### config.mk
export PLATFORM = sky130hd
export DESIGN_NAME = mem_access_unit
export DESIGN_NICKNAME = d
export VERILOG_FILES = /design/src/rtl/mem_access_unit_pkg.sv /design/src/rtl/mem_lane_align.sv /design/src/rtl/mem_access_unit.sv
export SDC_FILE = /design/constraint.sdc
export NUM_CORES = 1
export LEC_CHECK = 0
export ABC_AREA = 0
export BUFFER_PORTS_ARGS = -buffer_cell sky130_fd_sc_hd__buf_2
export CORE_MARGIN = 4
export CORE_UTILIZATION = 50
export DETAILED_ROUTE_END_ITERATION = 8
export PLACE_DENSITY_LB_ADDON = 0.15
export SLEW_MARGIN = 20
export SYNTH_ARGS = -nofsm -noshare
export SYNTH_HDL_FRONTEND = slang
export SYNTH_HIERARCHICAL = 1
export SYNTH_SLANG_ARGS = --single-unit
### constraint.sdc
create_clock -name clk -period 4.05 [get_ports clk]
set_input_delay 1.215 -clock clk [delete_from_list [all_inputs] [get_ports clk]]
set_output_delay 1.215 -clock clk [all_outputs]
set_load 0.02 [all_outputs]
### src/rtl/mem_access_unit_pkg.sv
// Shared encodings and helpers for the MEM-stage access unit and its lane aligner.
package mem_access_unit_pkg;

    typedef enum logic [1:0] {
        MEM_SIZE_BYTE   = 2'd0,
        MEM_SIZE_HALF   = 2'd1,
        MEM_SIZE_WORD   = 2'd2,
        MEM_SIZE_DOUBLE = 2'd3
    } mem_size_t;

    typedef enum logic [1:0] {
        IDLE = 2'd0,
        BUSY = 2'd1,
        DONE = 2'd2
    } state_t;

    function automatic int sel_width(input int data_width);
        return data_width / 8;
    endfunction

    // offset is the byte offset within the RAM word; wide is set for 64-bit RAMs.
    function automatic logic is_misaligned(input logic [1:0] size, input logic [2:0] offset,
                                           input logic wide);
        case (mem_size_t'(size))
            MEM_SIZE_BYTE: return 1'b0;
            MEM_SIZE_HALF: return offset[0];
            MEM_SIZE_WORD: return |offset[1:0];
            default:       return !wide || (|offset);
        endcase
    endfunction

endpackage

### src/rtl/mem_lane_align.sv
// Combinational byte-lane shifter: store mask/data placement and load extract/extend.
module mem_lane_align
    import mem_access_unit_pkg::*;
#(
    parameter int DATA_WIDTH = 32,
    parameter int SEL_WIDTH  = sel_width(DATA_WIDTH)
) (
    input  logic [1:0]                   size,
    input  logic                         sign_ext,
    input  logic [$clog2(SEL_WIDTH)-1:0] offset,
    input  logic [DATA_WIDTH-1:0]        store_data,
    input  logic [DATA_WIDTH-1:0]        load_word,
    output logic [SEL_WIDTH-1:0]         lane_mask,
    output logic [DATA_WIDTH-1:0]        lane_data,
    output logic [DATA_WIDTH-1:0]        load_data
);

    logic [DATA_WIDTH-1:0] shifted;
    logic [DATA_WIDTH-1:0] keep;
    logic                  sign;
    int unsigned           nbits;

    always_comb begin
        lane_mask = SEL_WIDTH'((32'd1 << (32'd1 << size)) - 32'd1) << offset;
        lane_data = store_data << {offset, 3'b000};

        nbits = 32'd8 << size;
        if (nbits > DATA_WIDTH) nbits = DATA_WIDTH;
        shifted = load_word >> {offset, 3'b000};
        // keep covers the loaded bits; everything above is filled with the extension bit
        keep    = ~({DATA_WIDTH{1'b1}} << nbits);
        sign    = sign_ext & (|(shifted & (DATA_WIDTH'(1) << (nbits - 1))));
        load_data = (shifted & keep) | ({DATA_WIDTH{sign}} & ~keep);
    end

endmodule

### src/rtl/mem_access_unit.sv
// Multi-cycle MEM-stage RAM driver: enable/ack handshake, timeout watchdog, pipeline stall.
module mem_access_unit
    import mem_access_unit_pkg::*;
#(
    parameter int DATA_WIDTH = 32,
    parameter int ADDR_WIDTH = 32,
    parameter int SEL_WIDTH  = sel_width(DATA_WIDTH),
    parameter int MAX_WAIT   = 15
) (
    input  logic                  clk,
    input  logic                  rst,
    input  logic                  req_valid,
    input  logic                  req_write,
    input  logic                  req_sign_ext,
    input  logic [1:0]            req_size,
    input  logic [ADDR_WIDTH-1:0] req_addr,
    input  logic [DATA_WIDTH-1:0] req_wdata,
    output logic                  ram_en,
    output logic [SEL_WIDTH-1:0]  ram_write_en,
    output logic [ADDR_WIDTH-1:0] ram_addr,
    output logic [DATA_WIDTH-1:0] ram_write_data,
    input  logic [DATA_WIDTH-1:0] ram_read_data,
    input  logic                  ram_ack,
    output logic                  stall_req,
    output logic                  resp_valid,
    output logic [DATA_WIDTH-1:0] resp_data,
    output logic                  addr_error,
    output logic                  bus_error
);

    localparam int OFF_WIDTH = $clog2(SEL_WIDTH);
    localparam int CNT_WIDTH = $clog2(MAX_WAIT + 1);

    state_t                 state;
    logic [1:0]             size_q;
    logic [OFF_WIDTH-1:0]   off_q;
    logic                   sign_q;
    logic                   write_q;
    logic [CNT_WIDTH-1:0]   cnt;

    logic [OFF_WIDTH-1:0]   req_off;
    logic                   misaligned;
    logic [1:0]             align_size;
    logic [OFF_WIDTH-1:0]   align_off;
    logic [SEL_WIDTH-1:0]   lane_mask;
    logic [DATA_WIDTH-1:0]  lane_data;
    logic [DATA_WIDTH-1:0]  load_data;

    assign req_off = req_addr[OFF_WIDTH-1:0];

    // The aligner serves the incoming request while IDLE and the latched one afterwards.
    always_comb begin
        misaligned = is_misaligned(req_size, 3'(req_off), DATA_WIDTH == 64);
        align_size = (state == IDLE) ? req_size : size_q;
        align_off  = (state == IDLE) ? req_off  : off_q;
        stall_req  = (state == BUSY) || (state == IDLE && req_valid && !misaligned);
    end

    mem_lane_align #(
        .DATA_WIDTH (DATA_WIDTH),
        .SEL_WIDTH  (SEL_WIDTH)
    ) u_align (
        .size       (align_size),
        .sign_ext   (sign_q),
        .offset     (align_off),
        .store_data (req_wdata),
        .load_word  (ram_read_data),
        .lane_mask  (lane_mask),
        .lane_data  (lane_data),
        .load_data  (load_data)
    );

    always_ff @(posedge clk) begin
        if (rst) begin
            state          <= IDLE;
            size_q         <= '0;
            off_q          <= '0;
            sign_q         <= 1'b0;
            write_q        <= 1'b0;
            cnt            <= '0;
            ram_en         <= 1'b0;
            ram_write_en   <= '0;
            ram_addr       <= '0;
            ram_write_data <= '0;
            resp_valid     <= 1'b0;
            resp_data      <= '0;
            addr_error     <= 1'b0;
            bus_error      <= 1'b0;
        end else begin
            resp_valid <= 1'b0;
            addr_error <= 1'b0;
            bus_error  <= 1'b0;
            case (state)
                IDLE: begin
                    if (req_valid && misaligned) begin
                        addr_error <= 1'b1;
                    end else if (req_valid) begin
                        state          <= BUSY;
                        cnt            <= '0;
                        size_q         <= req_size;
                        off_q          <= req_off;
                        sign_q         <= req_sign_ext;
                        write_q        <= req_write;
                        ram_en         <= 1'b1;
                        ram_addr       <= {req_addr[ADDR_WIDTH-1:OFF_WIDTH], {OFF_WIDTH{1'b0}}};
                        ram_write_en   <= req_write ? lane_mask : '0;
                        ram_write_data <= req_write ? lane_data : '0;
                    end
                end
                BUSY: begin
                    if (ram_ack || cnt == CNT_WIDTH'(MAX_WAIT - 1)) begin
                        state          <= DONE;
                        resp_valid     <= 1'b1;
                        bus_error      <= !ram_ack;
                        resp_data      <= (ram_ack && !write_q) ? load_data : '0;
                        ram_en         <= 1'b0;
                        ram_write_en   <= '0;
                        ram_write_data <= '0;
                    end else begin
                        cnt <= cnt + 1'b1;
                    end
                end
                DONE:    state <= IDLE;
                default: state <= IDLE;
            endcase
        end
    end

endmodule

---- Word-level counts from Yosys, hierarchy flattened ----
Cells that the tools add are included.
W data, S select, Z words.
operators by class
  add/sub/neg operators ................... 3
  reductions and logical operators ........ 22
  shifts and indexed selects .............. 8
  bitwise logic cells ..................... 11
  eq/ne operators ......................... 8
  multiplexer cells ....................... 29
  $lt $le $gt $ge ......................... 1
operators by type and width
  kind                      number
  $mux W32                  6
  $and A32 B32 Y32          3
  $not A32 Y32              2
  $pmux W32 S2              1
  $gt A32 B6 Y1 const B     1
  $or A32 B32 Y32           1
  $reduce_or A32 Y1         1
  $shl A1 B2 Y32 const A    1
  $shl A1 B32 Y32 const A   1
  $shl A1 B32 Y4 const A    1
  $shl A32 B32 Y32 const A  1
  $shl A32 B5 Y32           1
  $shl A4 B2 Y32 const A    1
  $shr A32 B5 Y32           1
  $sub A32 B1 Y32 const B   1
  $mux W4                   7
  $pmux W4 S2               2
  $mux W2                   5
  $reduce_and A4 Y1         2
  $ne A2 B2 Y1 const B      3
  $reduce_and A3 Y1         2
  $reduce_or A2 Y1          3
  $mux W1                   5
  $add A4 B1 Y4 const B     1
  other kinds (18)          29
storage, ports and cells
  input port bits ......................... 104
  output and inout port bits .............. 105
  register bits after elaboration ......... 114

---- Logic depth before layout (Yosys ltp) ----
  word-level depth ........................ 13
  mapped depth ............................ 12
  depth with buffers taken out ............ 9

---- Hierarchy ----
Netlist, hierarchy kept.
by module, submodules not included
  module           instances  area an instance (um^2)  cells an instance  sequential area each (um^2)
  mem_access_unit  1          4110.2                   414                2282.2
  mem_lane_align   1          1517.7                   203                0.0

---- Least setup slack after synthesis ----
Ideal clock, no wire load.
  kind .................................... input to output
  start ................................... input req_addr[1]
  end ..................................... output stall_req
  data required time ...................... 2.835 ns
  slack ................................... 0.470 ns
  cell stages on the path ................. 5
  arrival time ............................ 2.365 ns
  cells stage by stage .................... nor3_1 > o21bai_1 > clkbuf_1 > clkbuf_1 > nand2_1
on the way
  word-level cells in the longest chain between the ends .. 5
ends and longest elaborated chain
  item                 RTL line                   RTL
  start, declared      mem_access_unit.sv:16      input logic [ADDR_WIDTH-1:0] req_addr,
  $reduce_or A2 Y1     n/a
  $pmux W1 S3          mem_access_unit_pkg.sv:24  case (mem_size_t'(size))
  $logic_not A1 Y1     mem_access_unit.sv:56      stall_req = (state == BUSY) || (state == IDLE && req_valid && !misaligned);
  $logic_and A1 B1 Y1  mem_access_unit.sv:56
  $logic_or A1 B1 Y1   mem_access_unit.sv:56
  end, declared        mem_access_unit.sv:24      output logic stall_req,
No other way between the ends.

---- Worst setup path after layout ----
Ends and elaborated chain as after synthesis.

==> results.ini <==
[timing]
finalMaxSlewViolations = 0
worst_pin_slew_ns = 0.936
slew_headroom_pct = 37.5
setup_tns_ns = 0
clock.fmax_mhz = 288
hold_viol_final = 0
rsz0062_at_grt = false
fin_skew_ns = 0.00758
finalSetupViolations = 0
fin_crit_sh_pct = 85.7
layout_min_cycle_time_ns = 3.47
setup_ws_ns = 0.581

[yosys]
synth_area_um2 = 5630
ys_types = 49
synth_seq_cells = 114
synth_top_cell_area_share_pct = 40.6
synth-async-reset-ratio_pct = 0
ys_seq_area_share_pct = 40.6
synth_area_per_cell_um2 = 9.12
synthFlopType = dfxtp_1
ys_warn_count = 6
synthTopCellsByArea = dfxtp_1 41%, nand2_1 8.3%, a21oi_1 5.3%, a22o_1 5.1%, mux2i_1 4.1%
synth_edf_count = 0
yosysTopAreaCell = dfxtp_1
netlist_instances = 617

[worst_hold_path]
hold_path_class = reg -> reg

[worst_setup_path]
crit_slowest_cell = nor3_1
cp_max_fo = 5
critPathKind = in -> out
slowest_delay_ns = 0.50
path_common_cell = buf_2
cp.arrival_ns = 2.25
critPathRequiredTime_ns = 2.83
endpoint_kind = output port
crit_chain = buf_2 > nor3_1 > o21bai_2 > nand2_1 > buf_2
cp-start-kind = input port

[die]
die_h_um = 114
placementRows = 38
die_w_um = 114
core_area_um2 = 10900
pin_count = 209
die_area_um2 = 13000
start_util_pct = 51.5

[placement]
dp_hpwl_mm = 11.6
io_buffers = 206
gp_congestion = 0.860
pre_cts_slack_ns = 0.408

[clock_network]
clk_pin_slew_ns = 0.05
cts_tree = done
cts_resized = 0
cts_sinks = 114
cts_buffers = 17
cts_setup_buffers = 0
ctsLongestPathBuffers = 2
htree_num_levels = 4
insertion_delay_ns = 0.41
root_buffer = clkbuf_16
postCtsHoldBufs = 0

[power]
p_leak_uw = 0.00316
p_per_area_nw_per_um2 = 445
total_power_uw = 3210
vdd_ir_drop_max_v = 0.000322

[finish]
final_common_cell = buf_2
synthToLayoutAreaGrowth_pct = 28.1
drive_gt1_share_pct = 36.0
final_cell_mix = 206 x buf_2, 125 x nand2_1, 114 x dfxtp_1
diodes = 0
nets = 906

[outcome]
status = finished, final reports clean

[routing]
wl_per_cell_um = 17.0
first_pass_iters = 5
ant_nets = 0
viasPerCell = 5.55
vias = 5271
drc = 0
drt_iter0_markers = 384
wl_mm = 16.1

[global_route]
grt-ovfl-total = 0
grt.total_usage_pct = 24.8
grt_max_degree = 44
grt_pass1_vias = 5086
grt_first_pass_wirelength_mm = 25.8
grt_antenna_before_repair = 0

[job]
cap_violations = 0

[kinds of logic (layout without fill, tap and decap cells)]
logic type	Yosys count	after routing	synth area share, %
buffers and inverters	62	254	6.09
adders and majority gates	4	4	0.889
muxes	44	44	9.89
AOI/OAI and AO/OA	194	194	26.8
other	1	2	0.0666
DFF	114	114	40.6
and+or+nand+nor	198	198	15.7
[power breakdown]
group	internal, uW	switching (uW)	leakage, uW
clock network	989	504	0.000295
logic	202	332	0.00194
registers	1160	20.2	0.000924
total	2350	856	0.00316
[worst max-delay path: cells and delay by family]
family	cells	cell delay (ns)
and+or+nand+nor	2	0.59
AOI/OAI and AO/OA	1	0.14
buffers and inverters	2	0.30
[synthesized netlist by cell type, types with 2 or more instances]
cell,count
inv_1,4
mux2_2,13
a2111oi_4,2
a21oi_1,60
nor2b_1,11
mux4_2,8
buf_6,3
nor3_1,12
ha_1,4
nor2_1,19
o2bb2ai_2,10
a211oi_4,2
nand2_1,125
and3b_1,2
dfxtp_1,114
o22ai_1,8
a211oi_1,10
nor4_1,3
o21a_1,2
buf_2,18
o31ai_1,9
o32ai_1,7
and2_1,8
o21ai_0,11
nand3_1,5
buf_4,4
nand2b_1,8
o2bb2ai_1,26
a22oi_1,7
buf_1,3
a22o_1,33
mux2i_1,23
buf_8,3
clkbuf_1,25
[per-stage QoR]
| stage | std cells | util, % | hold slack (ns) | area [um2] |
|---|---|---|---|---|
| after floorplan | 618 | - | 0.434 | 5630 |
| after detailed placement | 919 | 60.5 | 0.439 | 6620 |
| after global placement | 919 | 60.5 | 0.435 | 6620 |
| final | 950 | 65.9 | 0.444 | 7210 |
| after CTS | 950 | 65.9 | 0.446 | 7210 |
| after global routing | 950 | 65.9 | 0.462 | 7210 |
[cell type report]
type / count / area [um2]
Clock buffer: 20 / 457
Multi-Input combinational cell: 442 / 3020
Timing Repair Buffer: 218 / 1120
Fill cell: 946 / 3720
Sequential cell: 114 / 2280
Clock inverter: 11 / 136
Tap cell: 140 / 175
Inverter: 5 / 18.8
[state kept, by name, indices dropped and copies added, names as in the netlist, 2 cells and up]
signal	count
ram_write_data	32
resp_data	32
ram_addr	30
cnt	4
ram_write_en	4
off_q	2
size_q	2
state	2
[path summary, 6_finish.rpt]
kind / start / to / slack (ns) / cells past startpoint
setup / recovery: req_addr[1] / stall_req / 0.58 / 5
hold / removal: ram_write_data[2] / ram_write_data[2] / 0.44 / 2
setup reg to reg: state[0] / resp_data[21] / 0.88 / 10
hold reg to reg: ram_write_data[2] / ram_write_data[2] / 0.44 / 2
[per-layer routing]
layer	vias to the layer above	share of wire [%]	global-route usage [%]
li1	2594	-	-
met4	0	1.6	9.66
met5	-	0	0
met1	2447	42	32.6
met2	209	48	39.2
met3	21	7.9	6.34
Power figures use the tool's default switching activity.
